--- src/rtl/spc_io.sv ---
// SPC700 memory/IO responder: steers each SMP bus cycle to ARAM, the IPL boot ROM overlay
// or the $F0-$FF register page, and implements CONTROL, the DSP window, S-CPU ports and timers.
module spc_io (
    input  logic        CLK,
    input  logic        RST_N,
    input  logic        CE,
    input  logic [15:0] A_IN,
    input  logic [7:0]  D_IN,
    input  logic        WE_N,
    output logic [7:0]  D_OUT,
    output logic [15:0] ARAM_A,
    output logic [7:0]  ARAM_DO,
    input  logic [7:0]  ARAM_DI,
    output logic        ARAM_WE,
    output logic [6:0]  DSP_A,
    output logic [7:0]  DSP_DO,
    input  logic [7:0]  DSP_DI,
    output logic        DSP_WE,
    input  logic [1:0]  CPU_A,
    input  logic [7:0]  CPU_DI,
    input  logic        CPU_WR,
    output logic [7:0]  CPU_DO
);

    // Standard 64-byte IPL boot image, overlaid on $FFC0-$FFFF for reads while CONTROL[7]=1.
    localparam logic [7:0] IPL_ROM [64] = '{
        8'hCD, 8'hEF, 8'hBD, 8'hE8, 8'h00, 8'hC6, 8'h1D, 8'hD0,
        8'hFC, 8'h8F, 8'hAA, 8'hF4, 8'h8F, 8'hBB, 8'hF5, 8'h78,
        8'hCC, 8'hF4, 8'hD0, 8'hFB, 8'h2F, 8'h19, 8'hEB, 8'hF4,
        8'hD0, 8'hFC, 8'h7E, 8'hF4, 8'hD0, 8'h0B, 8'hE4, 8'hF5,
        8'hCB, 8'hF4, 8'hD7, 8'h00, 8'hFC, 8'hD0, 8'hF3, 8'hAB,
        8'h01, 8'h10, 8'hEF, 8'h7E, 8'hF4, 8'h10, 8'hEB, 8'hBA,
        8'hF6, 8'hDA, 8'h00, 8'hBA, 8'hF4, 8'hC4, 8'hF4, 8'hDD,
        8'h5D, 8'hD0, 8'hDB, 8'h1F, 8'h00, 8'h00, 8'hC0, 8'hFF
    };

    logic        io_sel;
    logic [3:0]  reg_idx;
    logic        bus_wr;
    logic        bus_rd;
    logic        io_wr;
    logic        io_rd;

    logic        ipl_en;
    logic [2:0]  timer_en;
    logic [7:0]  dspaddr;
    logic [7:0]  in_latch  [4];
    logic [7:0]  out_latch [4];
    logic [7:0]  target    [3];
    logic [7:0]  stage     [3];
    logic [7:0]  stage_nxt [3];
    logic [3:0]  cnt       [3];
    logic [3:0]  cnt_nxt   [3];
    logic [6:0]  presc;
    logic [2:0]  tick;
    logic [2:0]  inc;

    // CE is a one-CLK strobe per SMP cycle; a bus access commits only on a CLK where CE=1,
    // and A_IN/D_IN/WE_N are held stable by the SMP for the whole cycle leading up to it.
    assign io_sel  = (A_IN[15:4] == 12'h00F);
    assign reg_idx = A_IN[3:0];
    assign bus_wr  = RST_N & CE & ~WE_N;
    assign bus_rd  = RST_N & CE & WE_N;
    assign io_wr   = bus_wr & io_sel;
    assign io_rd   = bus_rd & io_sel;

    // T0/T1 tick on every 128th CE, T2 on every 16th, both from one free-running CE count.
    assign tick = {CE & (presc[3:0] == 4'hF), {2{CE & (presc == 7'h7F)}}};

    always_comb begin
        for (int i = 0; i < 3; i++) begin
            inc[i]       = 1'b0;
            stage_nxt[i] = stage[i];
            cnt_nxt[i]   = cnt[i];
            // Target 0 falls out naturally: the 8-bit stage wraps to 0 after 256 ticks.
            if (tick[i] && timer_en[i]) begin
                if (stage[i] + 8'd1 == target[i]) begin
                    stage_nxt[i] = 8'h00;
                    inc[i]       = 1'b1;
                end else begin
                    stage_nxt[i] = stage[i] + 8'd1;
                end
            end
            if (io_rd && reg_idx == 4'(13 + i)) begin
                cnt_nxt[i] = {3'b000, inc[i]};
            end else begin
                cnt_nxt[i] = cnt[i] + {3'b000, inc[i]};
            end
            if (io_wr && reg_idx == 4'h1 && D_IN[i] && !timer_en[i]) begin
                stage_nxt[i] = 8'h00;
                cnt_nxt[i]   = 4'h0;
            end
        end
    end

    always_ff @(posedge CLK) begin
        if (!RST_N) begin
            ipl_en   <= 1'b1;
            timer_en <= 3'b000;
            dspaddr  <= 8'h00;
            presc    <= 7'h00;
            for (int i = 0; i < 4; i++) begin
                in_latch[i]  <= 8'h00;
                out_latch[i] <= 8'h00;
            end
            for (int i = 0; i < 3; i++) begin
                target[i] <= 8'h00;
                stage[i]  <= 8'h00;
                cnt[i]    <= 4'h0;
            end
        end else begin
            if (CE) begin
                presc <= presc + 7'd1;
            end
            for (int i = 0; i < 3; i++) begin
                stage[i] <= stage_nxt[i];
                cnt[i]   <= cnt_nxt[i];
            end
            if (io_wr) begin
                case (reg_idx)
                    4'h1: begin
                        timer_en <= D_IN[2:0];
                        ipl_en   <= D_IN[7];
                        if (D_IN[4]) begin
                            in_latch[0] <= 8'h00;
                            in_latch[1] <= 8'h00;
                        end
                        if (D_IN[5]) begin
                            in_latch[2] <= 8'h00;
                            in_latch[3] <= 8'h00;
                        end
                    end
                    4'h2:                   dspaddr                <= D_IN;
                    4'h4, 4'h5, 4'h6, 4'h7: out_latch[reg_idx[1:0]] <= D_IN;
                    4'hA:                   target[0]              <= D_IN;
                    4'hB:                   target[1]              <= D_IN;
                    4'hC:                   target[2]              <= D_IN;
                    default: ;
                endcase
            end
            // Placed after the CONTROL clears so a same-CLK S-CPU write wins for its port.
            if (CPU_WR) begin
                in_latch[CPU_A] <= CPU_DI;
            end
        end
    end

    always_comb begin
        D_OUT = ARAM_DI;
        if (io_sel) begin
            case (reg_idx)
                4'h2:                   D_OUT = dspaddr;
                4'h3:                   D_OUT = DSP_DI;
                4'h4, 4'h5, 4'h6, 4'h7: D_OUT = in_latch[reg_idx[1:0]];
                4'h8, 4'h9:             D_OUT = ARAM_DI;
                4'hD:                   D_OUT = {4'h0, cnt[0]};
                4'hE:                   D_OUT = {4'h0, cnt[1]};
                4'hF:                   D_OUT = {4'h0, cnt[2]};
                default:                D_OUT = 8'h00;
            endcase
        end else if (ipl_en && A_IN[15:6] == 10'h3FF) begin
            D_OUT = IPL_ROM[A_IN[5:0]];
        end
    end

    assign ARAM_A  = A_IN;
    assign ARAM_DO = D_IN;
    assign ARAM_WE = bus_wr;
    assign DSP_A   = dspaddr[6:0];
    assign DSP_DO  = D_IN;
    assign DSP_WE  = io_wr & (reg_idx == 4'h3);
    assign CPU_DO  = out_latch[CPU_A];

endmodule
--- config.mk ---
export PLATFORM = sky130hd
export DESIGN_NAME = spc_io
export DESIGN_NICKNAME = d
export VERILOG_FILES = /design/src/rtl/spc_io.sv
export SDC_FILE = /design/constraint.sdc
export NUM_CORES = 1
export LEC_CHECK = 0
export CAP_MARGIN = 15
export CORE_MARGIN = 2
export CORE_UTILIZATION = 39
export DETAILED_ROUTE_END_ITERATION = 12
export HOLD_SLACK_MARGIN = 0.02
export SKIP_LAST_GASP = 1
export SLEW_MARGIN = 20
export SYNTH_ARGS = -nofsm -noshare
export SYNTH_HDL_FRONTEND = slang
export SYNTH_SLANG_ARGS = --single-unit
--- constraint.sdc ---
create_clock -name CLK -period 3.3 [get_ports CLK]
set_clock_uncertainty 0.2 [all_clocks]
set_input_delay 0.495 -clock CLK [delete_from_list [all_inputs] [get_ports CLK]]
set_output_delay 0.495 -clock CLK [all_outputs]
set_load 0.1 [all_outputs]
==> run metrics, run 1 <==
Die Y about 150 um; Peak VDD IR 0.247 mV; Mapped Avg Cell Area between 10 and 15 um^2; fillers approximately 2000; worst-case clock buffer depth 2; relative slew slack about 53%; H-Tree Depth 4; Final setup viols 0; Initial Utilization approximately 40%; fin crit share between 90 and 100%; Clk pin slew, worst setup/hold paths around 60 ps; top_reg_cell synth edfxtp_1; DRC viols 0; CP cell instances dlygate4sd2_1, inv_2, ha_2, buf_4, o21ai_0, mux4_2, o2111ai_1, o211ai_1, o21ai_4, buf_12; Seq. cell area around 0.0037 mm^2; Die ar. ~0.024 mm^2; commonest non-fill, non-tap cells in the layout buf_4, edfxtp_1, and2_1, dfxtp_1, nand2_1; diode count 0; Worst path slowest cell mux4_2; DP Wirelength about 19000 um; cells after synthesis between 800 and 900; CP max FO 6; Antenna Nets Post-Route 0; critical path startpoint category input port; Worst Path Arrival approximately 2600 ps; max incr delay on CP between 400 and 500 ps; Max Clock Freq 0.305 GHz; synthesis warning total 0; RSZ-0062 raised after global routing true; CTS root buf clkbuf_16; Post-Route WL 25000 um; nets between 1000 and 1500; Mapped Nets around 940; sequential fraction of the synthesis area between 40% and 50%; clk sinks approximately 140; pre-CTS WS -380 ps; Final WS setup approximately 21 ps; Max Cap Viol 0; HP Class reg -> reg; Rows 54; Fin Hold WS between 300 and 400 ps; largest net degree at the start of global routing 35; commonest non-fill, non-tap cell in the layout buf_4; vias in the first global route 7083; initial antenna violation count 0; Final Slew Violations 0; core area around 0.022 mm^2; CP endpoint kind primary output; Layout Area Growth over Synthesis 33.2%; CTS tree yes; LEAKAGE 4.53 nW; status finished, final reports clean; WP data required around 2600 ps; Vias between 7000 and 8000; clk_lat worst skew between 400 and 500 ps; DRT Pass-1 Iters 5; CTS Buf Count 17; GRT Resource Usage Total a little over a fifth; global-route wire length before repair just under 40000 um; hold_buf cts 0; share of layout cells above drive strength 1 around 28%; WL/cell ~19 um; Cell Area, Synth approximately 0.0087 mm^2; final hold vios 0; Worst Tran Pin Value 694 ps; final RePlAce weighted congestion about 1.0; Die W ~150 um; I/O Pins between 100 and 150; number of synthesized flops with an enable pin between 80 and 90; post-layout min period between 3000 and 4000 ps; GR Overflow Total 0; power per cell area ~430 mW/mm^2; port buffer count ~110; Vias/cell ~5.4; critical path class in -> out; Iteration-0 DRC Markers between 500 and 600; Synth cell types 78; Seq cells post-synth 143; Post-synth ARST share 0%; multi-input logic area 0.00453 mm^2
[Yosys cell counts, types with 4 or more instances]
cell type  instances  area [um^2]
buf_2             17         85.1
a22o_1            12          105
o21ai_0           44          220
xor2_1            30          263
o22ai_1            7         43.8
nor3_1            22          110
a31oi_1            6         37.5
ha_1              18          225
nand3_1           31          155
mux4_2            19          428
nand2b_1          17          106
mux2i_1           16          160
a311oi_1           7         61.3
a21oi_1           23          115
nor2_1            55          206
nand2_1           54          203
nor4_1            13         81.3
nand4_1           11         68.8
buf_4             43          323
inv_1             15         56.3
a21boi_0          10         75.1
o211ai_1           5         37.5
edfxtp_1          88         2640
nor2b_1           14         87.6
and3_1            11         68.8
a222oi_1           6         60.1
and4_1             5         43.8
a211oi_1          10         75.1
clkbuf_1          28          105
xnor2_1           28          245
and2_1            76          475
buf_6              4         45.0
dfxtp_1           55         1100
[what timing repair did]
action                                  4_1_cts  5_1_grt
endpoints found under the hold margin         0        0
pin swaps                                     3        8
buffers inserted                              2        2
resized for setup                            24       19
endpoints found under the setup margin        8        9
[routing by layer]
layer	wire length (um)	vias up	global-route usage (%)
met5	0	-	0
met4	467	0	5.55
met3	1520	32	4.20
met2	12000	222	35.3
met1	11000	3396	28.7
li1	-	3498	-
[layout make-up]
type | instances | area share [%]
Clock inverter | 15 | 1.56
Timing Repair Buffer | 250 | 20.1
Inverter | 15 | 0.484
Sequential cell | 143 | 32.2
Tap cell | 280 | 3.01
Multi-Input combinational cell | 613 | 39.0
Clock buffer | 17 | 3.66
[sequential cells by signal, indices dropped and copies added, names as in the netlist]
name / flops
stage: 24
presc: 7
cnt: 12
timer_en: 3
dspaddr: 8
target: 24
in_latch: 32
ipl_en: 1
out_latch: 32
[power breakdown]
| group | leakage (nW) | switching (W) | total (W) | internal [W] |
|---|---|---|---|---|
| Combinational | 2.96 | 0.000584 | 0.000957 | 0.000372 |
| Sequential | 1.28 | 0.0000252 | 0.00198 | 0.00196 |
| Clock | 0.285 | 0.000811 | 0.00201 | 0.00120 |
| Total | 4.53 | 0.00142 | 0.00495 | 0.00353 |
[cells by family after synthesis]
| family | count (synthesis) | synth area share (%) |
|---|---|---|
| AND/OR/NAND/NOR | 341 | 21.8 |
| AO/OA/AOI/OAI | 161 | 12.8 |
| flip-flops | 143 | 42.9 |
| buffers and inverters | 112 | 7.38 |
| XOR/XNOR | 58 | 5.82 |
| multiplexers | 35 | 6.74 |
| adder cells (fa/ha/maj) | 18 | 2.58 |
[path summary, 6_finish.rpt]
check | start | endpoint | slack [ps] | depth (start not counted)
max | A_IN[0] | D_OUT[3] | 20 | 10
min | timer_en[1] | timer_en[1] | 300 | 2
max reg2reg | stage[0][16] | cnt[0][9] | 450 | 9
min reg2reg | timer_en[1] | timer_en[1] | 300 | 2
[stage by stage]
step                area [um^2]  setup TNS [ps]  utilization, %  instances  total power (W)
CTS                       11600           -2.48            52.8       1331          0.00497
global placement          10900           -6060            49.7       1297          0.00296
global route              11600            -118            53.1       1333          0.00510
detailed placement        10900           -7130            49.7       1297          0.00296
finish                    11600               0            53.1       1333          0.00495
floorplan                  8830               0               -        868          0.00259
[worst max-delay path: cells and delay by family]
family	cells	cell delay (ps)
AO/OA/AOI/OAI	4	550
multiplexers	1	480
adder cells (fa/ha/maj)	1	280
buffers and inverters	4	770
Power figures use the tool's default switching activity.
==> run 2: changes to the inputs <==
==> constraint.sdc (replaced) <==
create_clock -name CLK -period 3.3 [get_ports CLK]
set_clock_uncertainty 0.2 [all_clocks]
set_input_delay 0.33 -clock CLK [delete_from_list [all_inputs] [get_ports CLK]]
set_output_delay 0.33 -clock CLK [all_outputs]
set_load 0.05 [all_outputs]
==> run metrics, run 2 (synthesis results as in run 1) <==
GR Overflow Total 0; CP Launch Point A_IN[0]; Final Slew Violations 0; commonest non-fill, non-tap cell in the layout buf_4; CTS Buf Count 17; DRC viols 0; Largest delay share family, worst path buffers and inverters; relative slew slack 56.0%; crit path to D_OUT[3]; status finished, final reports clean; WL/cell between 15 and 20 um; Worst path slowest cell clkdlybuf4s50_1; Worst Path Buf+Inv 3; largest net degree at the start of global routing 36; DRT Pass-1 Iters 7; Antenna Nets Post-Route 0; worst-case clock buffer depth 2; total power draw between 0.004 and 0.005 W; CTS root buf clkbuf_16; nets approximately 1100; LEAKAGE 4.16 nW; clk sinks around 140; Clk pin slew, worst setup/hold paths around 60 ps; power per cell area just over 400 mW/mm^2; CP cell instances clkdlybuf4s50_1, buf_4, ha_1, nor2_2, a21oi_1, mux4_2, o2111ai_1, o211ai_1, o21ai_1, buf_12; critical path startpoint category input port; GRT Resource Usage Total about 21%; hold_buf cts 0; vias in the first global route 7030; Max Clock Freq just over 0.3 GHz; Max Cap Viol 0; Layout Area Growth over Synthesis 26.0%; number of gates resized after cts 0; fin crit share a little under 100%; core area 0.0219 mm^2; CTS tree yes; Die ar. roughly 0.024 mm^2; final cell count without fillers between 1000 and 1500; Vias/cell about 5.5; Worst Tran Pin Value between 600 and 700 ps; clk_lat worst skew 420 ps; critical path class in -> out; RR Endpoint cnt[0][9]; share of layout cells above drive strength 1 a little under a fifth; CP max FO 12; Post-CTS Setup Inserts 0; fillers 2059; WP data required about 2800 ps; CP endpoint kind primary output; Rows 54; port buffer count 111; I/O Pins about 110; Post-Route WL ~25000 um; FF-to-FF setup slack roughly 530 ps; RSZ-0062 raised after global routing true; r2r startpoint stage[0][17]; commonest non-fill, non-tap cells in the layout buf_4, edfxtp_1, clkdlybuf4s50_1, and2_1, dfxtp_1; Iteration-0 DRC Markers between 600 and 700; post-layout min period 3210 ps; DP Wirelength about 19000 um; Worst Path Arrival roughly 2700 ps; Vias slightly above 7000; biggest regs in_latch x32, out_latch x32; final hold vios 0; max incr delay on CP 460 ps; initial antenna violation count 0; final RePlAce weighted congestion approximately 0.97; Die Y around 150 um; H-Tree Depth 4; Peak VDD IR ~0.28 mV; Initial Utilization 39.9%; global-route wire length before repair between 30000 and 40000 um; Worst Reg2Reg Path Length in Cells 9; HP Class reg -> reg; diode count 0; Placed Cells between 1000 and 1500; Final setup viols 0; critical path depth in cells 10; Die W 154 um
## run 2: layout make-up
type / instances / area [um^2] / share of cell area (%)
Timing Repair Buffer: 206 / 1920 / 17.5
Multi-Input combinational cell: 613 / 4370 / 39.7
Inverter: 15 / 56.3 / 0.512
Tap cell: 280 / 350 / 3.18
Clock buffer: 21 / 483 / 4.39
Clock inverter: 11 / 78.8 / 0.716
Sequential cell: 143 / 3740 / 34.0
## run 2: through the flow
| stage | TNS, ps | hold WS, ps | worst slack (ps) | util [%] | area (um^2) |
|---|---|---|---|---|---|
| 3_3_place_gp | 0 | 267 | 87.8 | 47.5 | 10400 |
| 3_5_place_dp | 0 | 277 | 63.3 | 47.5 | 10400 |
| 6_report | 0 | 281 | 85.8 | 50.3 | 11000 |
| 2_1_floorplan | 0 | 240 | 66.5 | - | 8730 |
| 4_1_cts | 0 | 286 | 46.9 | 50.0 | 11000 |
| 5_1_grt | -17.8 | 312 | -17.8 | 50.3 | 11000 |
## run 2: how the worst min path moves through the flow
stage,startpoint,endpoint,slack [ps],cells past startpoint
3_3_place_gp,timer_en[1],timer_en[1],270,2
6_report,timer_en[1],timer_en[1],280,2
4_1_cts,timer_en[1],timer_en[1],290,2
3_5_place_dp,timer_en[1],timer_en[1],280,2
2_1_floorplan,ipl_en,ipl_en,240,2
5_1_grt,timer_en[1],timer_en[1],310,2
## run 2: metal layers
layer	track usage [%]	part of all wire [%]	vias up	wire length, um
li1	-	-	3417	-
met1	28.4	44	3403	11100
met2	36.2	49	200	12400
met3	4.34	5.7	31	1450
met4	5.29	1.6	0	413
met5	0	0	-	0
## run 2: worst reg2reg max path: cells and delay by family (launching register included)
family	cells	cell delay, ps
AO/OA/AOI/OAI	2	500
flip-flops	1	440
buffers and inverters	1	190
AND/OR/NAND/NOR	3	590
adder cells (fa/ha/maj)	3	740
## run 2: where the power goes
| group | switching [W] | internal [W] | leakage, nW |
|---|---|---|---|
| clock network | 0.000776 | 0.00106 | 0.282 |
| registers | 0.0000259 | 0.00196 | 1.28 |
| logic | 0.000422 | 0.000305 | 2.60 |
==> run 3: changes to the inputs <==
Settings changed: CORE_ASPECT_RATIO set to 1.5, CTS_CLUSTER_SIZE set to 24.
==> run metrics, run 3 (synthesis results as in run 1) <==
status finished, final reports clean; H-Tree Depth 4; Die Y 187 um; Seq. cell area roughly 0.0037 mm^2; power per cell area 415 mW/mm^2; Antenna Nets Post-Route 0; final RePlAce weighted congestion 0.922; biggest regs in_latch x32, out_latch x32; Clk pin slew, worst setup/hold paths 60 ps; Iteration-0 DRC Markers about 440; critical path startpoint category input port; largest net degree at the start of global routing 36; Worst Reg2Reg Path Length in Cells 9; Placed Cells 1241; final cell count without fillers about 1300; fillers between 2000 and 2500; Rows 67; GRT Resource Usage Total 20.9%; setup_tns 0 ps; worst-case clock buffer depth 2; DRT Pass-1 Iters 5; Vias/cell about 5.5; Final setup viols 0; vias in the first global route 7152; Worst Tran Pin Value 622 ps; CTS tree yes; I/O Pins 112; Layout Area Growth over Synthesis 25.0%; global-route wire length before repair around 38000 um; Peak VDD IR 0.326 mV; Post-Route WL ~25000 um; multi-input logic area roughly 0.0044 mm^2; DRC viols 0; CP max FO 10; nets around 1100; CTS root buf clkbuf_16; WL/cell between 15 and 20 um; Max Clock Freq slightly above 0.3 GHz; RSZ-0062 raised after global routing true; commonest non-fill, non-tap cell in the layout buf_4; GR Overflow Total 0; Max Cap Viol 0; Die W between 100 and 150 um; initial antenna violation count 0; HP Class reg -> reg; Vias between 7000 and 8000; hold path depth 2; LEAKAGE around 4.1 nW; Final Slew Violations 0; CP endpoint kind primary output; clk sinks between 100 and 150; Initial Utilization 39.4%; DP Wirelength ~19000 um; relative slew slack between 50 and 60%; port buffer count about 110; Die ar. 0.0236 mm^2; commonest non-fill, non-tap cells in the layout buf_4, edfxtp_1, clkdlybuf4s50_1, and2_1; Util after Layout roughly half; Worst Path Arrival approximately 2700 ps; clk_lat worst skew between 400 and 500 ps; CTS Buf Count 17; WP data required approximately 2800 ps; fin crit share just under 100%; post-layout min period between 3000 and 4000 ps; hold_buf cts 0; core area ~0.022 mm^2; final hold vios 0; share of layout cells above drive strength 1 between 10% and 20%; critical path class in -> out
[run 3: changes by cell type in the layout (fill, tap and decap cells not counted), moves of 3 or more]
cell,before,now
buf_4,104,93
inv_6,2,7
clkinv_4,4,0
clkbuf_16,20,17
[run 3: layout make-up]
| type | instances | share of cell area [%] |
|---|---|---|
| Multi-Input combinational cell | 613 | 40.1 |
| Sequential cell | 143 | 34.3 |
| Timing Repair Buffer | 195 | 16.8 |
| Clock buffer | 18 | 4.03 |
| Tap cell | 276 | 3.17 |
| Clock inverter | 14 | 1.12 |
| Inverter | 15 | 0.516 |
| Antenna cell | 1 | 0.0229 |
[run 3: worst max-delay path: stages]
cell,delay [ps]
clkdlybuf4s50_1,490
buf_4,210
ha_1,280
and2_1,180
o21ai_0,80
nor2_1,110
a211oi_1,70
a2111oi_2,450
buf_4,180
o22ai_1,80
buf_4,210
[run 3: routing by layer]
| metal | global-route usage, % | wire length, um | up-vias |
|---|---|---|---|
| met5 | 0 | 0 | - |
| met4 | 10.6 | 1070 | 0 |
| met3 | 3.49 | 933 | 58 |
| met2 | 39.9 | 13700 | 202 |
| met1 | 21.6 | 8930 | 3369 |
| li1 | - | - | 3394 |
[run 3: what timing repair did]
action,CTS,global route
pin swaps,0,3
buffers inserted,0,1
endpoints found under the setup margin,2,6
gates resized for setup,5,14
[run 3: path summary, 6_finish.rpt]
path | from | to | slack (ps)
hold reg to reg | timer_en[1] | timer_en[1] | 280
setup / recovery | A_IN[1] | D_OUT[7] | 90
setup reg to reg | stage[0][16] | cnt[0][9] | 380
hold / removal | timer_en[1] | timer_en[1] | 280
[run 3: metrics by stage]
step	hold WS, ps	area [um^2]	worst slack [ps]	power [W]
5_1_grt	317	10900	-3.91	0.00469
3_5_place_dp	276	10300	-248	0.00272
6_report	283	10900	88.7	0.00453
2_1_floorplan	240	8730	66.5	0.00244
4_1_cts	282	10900	9.10	0.00455
3_3_place_gp	261	10300	-279	0.00272
[run 3: power by group]
group          switching [W]  internal (W)
Combinational       0.000412      0.000296
Sequential         0.0000241       0.00196
Clock               0.000825       0.00101
